$ cat config.mk
export PLATFORM = sky130hd
export DESIGN_NAME = copyn_stage
export DESIGN_NICKNAME = d
export VERILOG_FILES = /design/src/rtl/copyn_stage.sv
export SDC_FILE = /design/constraint.sdc
export NUM_CORES = 1
export LEC_CHECK = 0
export ABC_CLOCK_PERIOD_IN_PS = 5800
export BUFFER_PORTS_ARGS = -buffer_cell sky130_fd_sc_hd__buf_2
export CORE_UTILIZATION = 49
export DETAILED_ROUTE_END_ITERATION = 7
export GPL_TIMING_DRIVEN = 0
export PLACE_DENSITY_LB_ADDON = 0.3
export SLEW_MARGIN = 10
export SYNTH_ARGS = -nofsm -noshare
export SYNTH_HDL_FRONTEND = slang
export SYNTH_SLANG_ARGS = --single-unit
$ cat constraint.sdc
create_clock -name CLK -period 5.8 [get_ports CLK]
set_clock_uncertainty 0.1 [all_clocks]
set_input_delay 0.29 -clock CLK [delete_from_list [all_inputs] [get_ports CLK]]
set_output_delay 0.29 -clock CLK [all_outputs]
set_load 0.1 [all_outputs]
$ cat src/rtl/copyn_stage.sv
// Packet replicator: buffers packets in a small FIFO and emits CCNT+1 copies of each,
// with copy k carrying destination base+k (wrapping) and a cleared copy-count field.
module copyn_stage #(
   parameter int PKT_W    = 40,
   parameter int DEST_W   = 10,
   parameter int DEST_LSB = 20,
   parameter int CCNT_W   = 3,
   parameter int CCNT_LSB = 30,
   parameter int DEPTH    = 4
) (
   input  logic             CLK,
   input  logic             MR,
   input  logic             Send_in,
   output logic             Ack_out,
   input  logic [PKT_W-1:0] PACKET_IN,
   output logic             Send_out,
   input  logic             Ack_in,
   output logic [PKT_W-1:0] PACKET_OUT,
   output logic             Busy
);

   localparam int AW = (DEPTH > 1) ? $clog2(DEPTH) : 1;

   typedef enum logic {IDLE, EMIT} state_t;

   state_t              state, state_nxt;
   logic [CCNT_W-1:0]   idx, idx_nxt;
   logic [CCNT_W-1:0]   ncopy;
   logic [PKT_W-1:0]    base;

   logic [PKT_W-1:0]    mem [DEPTH];
   logic [AW-1:0]       wr_ptr, rd_ptr;
   logic [AW:0]         count;
   logic                full, empty, push, pop;
   logic [PKT_W-1:0]    head;

   logic                slot_free, load, ld_base;
   logic [PKT_W-1:0]    load_pkt;

   function automatic logic [PKT_W-1:0] make_copy(input logic [PKT_W-1:0] pkt,
                                                  input logic [CCNT_W-1:0] k);
      logic [PKT_W-1:0]  res;
      logic [DEST_W-1:0] d;
      res = pkt;
      d   = pkt[DEST_LSB +: DEST_W] + DEST_W'(k);
      res[DEST_LSB +: DEST_W] = d;
      res[CCNT_LSB +: CCNT_W] = '0;
      return res;
   endfunction

   // Full is taken from registered occupancy only, so a same-cycle pop never frees a slot.
   assign full    = (count == (AW+1)'(DEPTH));
   assign empty   = (count == '0);
   assign Ack_out = ~full;
   assign push    = Send_in & ~full;
   assign head    = mem[rd_ptr];

   always_ff @(posedge CLK or negedge MR) begin
      if (!MR) begin
         wr_ptr <= '0;
         rd_ptr <= '0;
         count  <= '0;
      end else begin
         if (push) wr_ptr <= wr_ptr + 1'b1;
         if (pop)  rd_ptr <= rd_ptr + 1'b1;
         case ({push, pop})
            2'b10:   count <= count + 1'b1;
            2'b01:   count <= count - 1'b1;
            default: count <= count;
         endcase
      end
   end

   always_ff @(posedge CLK) begin
      if (push) mem[wr_ptr] <= PACKET_IN;
   end

   assign slot_free = ~Send_out | Ack_in;

   always_comb begin
      state_nxt = state;
      idx_nxt   = idx;
      pop       = 1'b0;
      load      = 1'b0;
      ld_base   = 1'b0;
      load_pkt  = '0;
      case (state)
         IDLE: begin
            if (!empty && slot_free) begin
               pop      = 1'b1;
               ld_base  = 1'b1;
               load     = 1'b1;
               load_pkt = make_copy(head, '0);
               if (head[CCNT_LSB +: CCNT_W] != '0) begin
                  state_nxt = EMIT;
                  idx_nxt   = CCNT_W'(1);
               end
            end
         end
         EMIT: begin
            if (slot_free) begin
               load     = 1'b1;
               load_pkt = make_copy(base, idx);
               if (idx == ncopy) begin
                  state_nxt = IDLE;
                  idx_nxt   = '0;
               end else begin
                  idx_nxt = idx + 1'b1;
               end
            end
         end
         default: state_nxt = IDLE;
      endcase
   end

   always_ff @(posedge CLK or negedge MR) begin
      if (!MR) begin
         state      <= IDLE;
         idx        <= '0;
         ncopy      <= '0;
         Send_out   <= 1'b0;
         PACKET_OUT <= '0;
      end else begin
         state <= state_nxt;
         idx   <= idx_nxt;
         if (ld_base) ncopy <= head[CCNT_LSB +: CCNT_W];
         if (load) begin
            Send_out   <= 1'b1;
            PACKET_OUT <= load_pkt;
         end else if (slot_free) begin
            Send_out   <= 1'b0;
         end
      end
   end

   // Base packet is pure data; it is only read while in EMIT, after being loaded.
   always_ff @(posedge CLK) begin
      if (ld_base) base <= head;
   end

   assign Busy = ~empty | (state == EMIT) | Send_out;

endmodule
======== Word-level counts from Yosys, hierarchy flattened ========
Memory sizes are Yosys's and may differ from the RTL's.
Cells that the tools add are included.
cells by class
  $add $sub $neg .......................... 6
  equal/unequal tests ..................... 7
  muxes and demuxes ....................... 22
  bitwise gates (word level) .............. 8
  reductions and logical operators ........ 7
operator list
  kind                                              count
  two-way mux 40 bit                                2
  case mux 40 bit (2 select lines)                  1
  two-way mux 3 bit                                 4
  case mux 3 bit (2 select lines)                   2
  two-way mux 1 bit                                 11
  adder 10 x 3 -> 10 bit                            1
  adder 3 x 1 -> 3 bit, second input constant       2
  adder 2 x 1 -> 2 bit, second input constant       2
  != test 2 bit, second input constant              2
  NOT 1 bit                                         4
  case mux 1 bit (2 select lines)                   2
  nonzero test 2 bit                                2
  == test 3 bit                                     1
  == test 3 bit, second input constant              1
  logical NOT 3 bit                                 1
  bitwise OR 1 bit                                  3
  AND reduction 3 bit                               1
  nonzero test 3 bit                                1
  subtractor 3 x 1 -> 3 bit, second input constant  1
  == test 2 x 1 -> 1 bit, second input constant     1
  == test 2 bit, second input constant              1
  != test 2 x 1 -> 1 bit, second input constant     1
  bitwise AND 1 bit                                 1
  logical AND 1 bit                                 1
  logical NOT 1 bit                                 1
word-level totals
  register bits ........................... 95
  RAM bits ................................ 160
  input port bits ......................... 44
  memories ................................ 1
memory list
  memory  depth  bits a word  read ports  clocked after memory_dff  wr ports  line  text
  mem     4      40           1           0                         1         31    logic [PKT_W-1:0] mem [DEPTH];

======== Logic depth before layout (Yosys ltp) ========
  depth after elaboration ................. 7
  depth in mapped cells ................... 10
  mapped depth without buffers ............ 9

======== Worst setup path before layout ========
No wires, ideal clock.
  path kind ............................... reg-to-reg
  start ................................... register Send_out
  end ..................................... register count[1]
  setup time .............................. 125 ps
  arrival time ............................ 3,172 ps
  required time ........................... 5,575 ps
  slack ................................... 2,403 ps
  stages on the path, launching flop included .. 9
  buffers on the path ..................... 2
  period minus slack after synthesis ...... 3,397 ps
  cell sequence ........................... dfrtp_1 > nor2b_1 > or3_1 > buf_2 > inv_2 > buf_2 > ha_1 > fa_1 > mux2_2
on the way
  cells in the longest elaborated chain, start to end .. 7
  elaborated cells between the ends (all ways) .. 9
  those cells by class .................... 2 x eq/ne; 3 x mux; 2 x bitwise; 2 x reduce/logical
RTL lines
  what                                                                   line  text
  start: declaration                                                     16    output logic Send_out,
  start signal: assignment                                               121   Send_out <= 1'b0;
  start signal: assignment                                               128   Send_out <= 1'b1;
  start signal: assignment                                               131   Send_out <= 1'b0;
  NOT 1 bit (*)                                                          78    assign slot_free = ~Send_out | Ack_in;
  bitwise OR 1 bit (*)                                                   78
  logical AND 1 bit (*)                                                  89    if (!empty && slot_free) begin
  two-way mux 1 bit (*) (2 in a row)                                     n/a
  via ld_base                                                            37    logic slot_free, load, ld_base;
  == test 2 x 1 -> 1 bit or == test 2 bit (tied branches)                66    case ({push, pop})
  case mux 3 bit (2 select lines) or nonzero test 2 bit (tied branches)  n/a
  end signal: assignment                                                 67    2'b10: count <= count + 1'b1;
  end signal: assignment                                                 68    2'b01: count <= count - 1'b1;
  end signal: assignment                                                 69    default: count <= count;
  end: declaration                                                       33    logic [AW:0] count;
The timed path passes the listed nets; every way through them passes the cells marked *.
A chain may end at the register's enable or synchronous reset.

======== Worst setup path after layout ========
  start ................................... register state
  end ..................................... register count[1]
on the way
  cells in the longest elaborated chain, start to end .. 3
  elaborated cells between the ends (all ways) .. 5
  those cells by class .................... 2 x eq/ne; 2 x mux; 1 x reduce/logical
RTL lines
  what                                                                   line  text
  start: declaration                                                     26    state_t state, state_nxt;
  start signal: assignment                                               124   state <= state_nxt;
  two-way mux 1 bit (*)                                                  n/a
  via ld_base                                                            37
  == test 2 x 1 -> 1 bit or == test 2 bit (tied branches)                66
  case mux 3 bit (2 select lines) or nonzero test 2 bit (tied branches)  n/a
Marked as above.

==> summary.md <==
| Metric | Value |
|---|---|
| Core area | 0.0189 sq mm |
| Post-synth top area share | 62.2% |
| Max Transition Viols Final | 0 |
| Total iterations of the first detailed-routing run | 5 |
| CTS Buffer Depth | 3 |
| Die Y | 141 um |
| Mapped Area | 0.00951 sq mm |
| CTS Buf Count | 24 |
| WL final | 19300 um |
| Clk slew on worst S/H paths | 60 ps |
| Status | completed |
| DP HPWL | 12000 um |
| Most frequent cell after synthesis | edfxtp_1 |
| Max VDD drop | 389 uV |
| Hold Fails Final Rpt | 0 |
| Slew HR | 21.3% |
| Worst Reg-to-Reg Cells | 7 |
| Seq cells post-synth | 249 |
| First-pass GRT wire length | 30600 um |
| Syn Area/Cell | 18.4 sq um |
| Post-Synth Adder-Cell Area | 1.60% |
| DRC violations left | 0 |
| Final core utilization | 61.0% |
| Via count | 5196 |
| Power Dens Cells | 597 mW/mm^2 |
| Synth Area in XOR/XNOR | 1.57% |
| Max_cap viols | 0 |
| Clock latency on the worst-skew pair | 510 ps |
| Row cnt | 50 |
| Number of fill cells | 1410 |
| Worst setup path class | reg -> reg |
| Post-synth EDFFs | 197 |
| CP Capture Type | register |
| # H-tree levels | 1 |
| Post-DR wirelength/cell | 20.3 um |
| Synth unique cells | 42 |
| Final WS setup | 2310 ps |
| Leakage | 4.19 nW |
| Synth cell count leaders | edfxtp_1 (197), nor2_1 (57), dfrtp_1 (52), mux4_2 (40), nand2_1 (30) |
| Post-CTS setup buffer count | 0 |
| Complex-gate fraction of the synthesized area | 4.35% |
| I/O pin cnt | 87 |
| Die width | 141 um |
| Via-to-Cell Ratio | 5.46 |
| Share of layout cells above drive strength 1 | 27.5% |
| Vias in the first global route | 5487 |
| Startpoint types | register |
| Hold Crit Depth | 3 |
| Antenna Violating Nets Remaining | 0 |
| Initial drt markers | 307 |
| RSZ-0062 raised after global routing | no |
| DIE AREA | 0.0200 sq mm |
| Yosys warns | 0 |
| Area growth syn-to-layout | 21.2% |
| Clock root cell | clkbuf_16 |
| CP required | 6100 ps |
| Cell taking the most area after synthesis | edfxtp_1 |
| Most used DFF post-synth | edfxtp_1 |
| Antenna diodes | 0 |
| Slew @ Worst Pin | 1180 ps |
| WP data arrival | 3790 ps |
| Total GRT Usage | 20.3% |
| Initial Utilization | 50.4% |
| Initial antenna violation count | 0 |
| Post-layout min period | 3490 ps |
| Hold_ws | 106 ps |
| Nets@finish | 729 |
| CP max FO | 47 |
| Setup TNS | 0 ps |
| Final setup vio count | 0 |
| Async SR Flop Fraction | 20.9% |
| Synth top area cells | edfxtp_1 (62%), dfrtp_1 (14%), mux4_2 (9.5%), a221oi_1 (2.3%), nor2_1 (2.2%) |
| Routability cong. | 0.783 |
| Mux contribution to synthesized area | 9.80% |
| Sink Count | 249 |
| Synth Area in Simple Gates | 5.04% |
| Largest net degree at the start of global routing | 53 |
| Mapped Cells | 518 |
| Largest family of logic cells by synthesized area | multiplexers |
| Sequential area share after synthesis | 75.9% |
| I/O Buffers | 83 |
| F_max | 286 MHz |
| Pre-CTS worst setup slack | 2260 ps |
| TritonCTS clock tree | yes |
| Grt total ovfl | 0 |
| Tcrit/Tclk final | 60.2% |
| Min-delay worst type | in -> reg |
==> state kept, by name (all words and copies together) (netlist names) <==
| register | count |
|---|---|
| state | 1 |
| PACKET_OUT | 37 |
| ncopy | 3 |
| idx | 3 |
| mem | 160 |
| Send_out | 1 |
| base | 37 |
| rd_ptr | 2 |
| count | 3 |
| wr_ptr | 2 |
==> path summary, 6_finish.rpt <==
check / startpoint / endpoint / slack, ps
worst min register to register: base[7] / PACKET_OUT[7] / 350
worst min-delay path: Send_in / wr_ptr[0] / 110
max in group asynchronous: MR / PACKET_OUT[18] / 4810
worst max-delay path: state / count[1] / 2310
worst max register to register: state / count[1] / 2310
min in group asynchronous: MR / PACKET_OUT[1] / 280
==> worst max-delay path, cell delays in order, from the launching register on <==
cell,delay (ps)
dfrtp_1,490
or3_1,400
buf_2,200
inv_2,160
buf_2,930
ha_1,370
fa_1,430
mux2_2,270
==> report_power, final <==
part           total, mW  internal [mW]  switching (mW)
Clock               1.49          0.870           0.622
Sequential          2.71           2.51           0.208
Combinational       2.67          0.747            1.93
==> placed cells by master, fill, tap and decap left out, types with 3 or more instances in the layout <==
| master | count |
|---|---|
| a21oi_1 | 6 |
| nand2b_1 | 4 |
| clkinv_2 | 5 |
| nand2_1 | 30 |
| buf_4 | 6 |
| xnor2_1 | 13 |
| o22ai_1 | 3 |
| edfxtp_1 | 197 |
| clkbuf_16 | 25 |
| a22oi_1 | 5 |
| o21ai_0 | 10 |
| nor2_1 | 57 |
| and3_2 | 4 |
| dlygate4sd3_1 | 41 |
| conb_1 | 3 |
| dfrtp_1 | 52 |
| clkbuf_1 | 14 |
| mux4_2 | 40 |
| ha_1 | 9 |
| buf_2 | 94 |
| inv_1 | 3 |
| a221oi_1 | 25 |
| clkbuf_8 | 3 |
| nor3_1 | 4 |
| xor2_1 | 4 |
==> cell families after synthesis <==
kind of cell,Yosys count
AO/OA/AOI/OAI,54
XOR/XNOR,17
adder cells (fa/ha/maj),11
buffers and inverters,31
flip-flops,249
multiplexers,43
other,1
AND/OR/NAND/NOR,112
==> layout make-up <==
class                   instances  area, sq um  area share, %
repair buffers                128          923           8.01
inverters                       4         15.0          0.130
clock inverters                 8         62.6          0.543
well taps                     260          325           2.82
clock buffers                  35          693           6.01
multi-input cells             240         2140           18.6
flip-flops and latches        249         7220           62.6
plain buffers                  27          150           1.30
==> stage by stage <==
| stage | cell area (sq um) | power [mW] | std cells |
|---|---|---|---|
| 3_5_place_dp | 10400 | 5.42 | 867 |
| 6_report | 11500 | 6.88 | 951 |
| 3_3_place_gp | 10300 | 5.30 | 863 |
| 2_1_floorplan | 9520 | 4.77 | 520 |
| 4_1_cts | 11500 | 6.94 | 951 |
| 5_1_grt | 11500 | 7.20 | 951 |
==> repair_timing <==
action                                 CTS  global route
endpoints found under the hold margin  212             0
hold buffers                            41             0
setup endpoints to repair                0             0
resized for setup                        0             0
==> metal layers <==
layer | vias to the layer above | routed length (um) | track usage [%] | share of wire [%]
met5 | - | 0 | 0 | 0
met4 | 0 | 238 | 4.75 | 1.2
met3 | 22 | 1010 | 3.27 | 5.2
met2 | 145 | 9870 | 35.1 | 51
met1 | 2707 | 8200 | 27.4 | 42
li1 | 2322 | - | - | -
No activity file was read; power rests on OpenSTA's default activity.
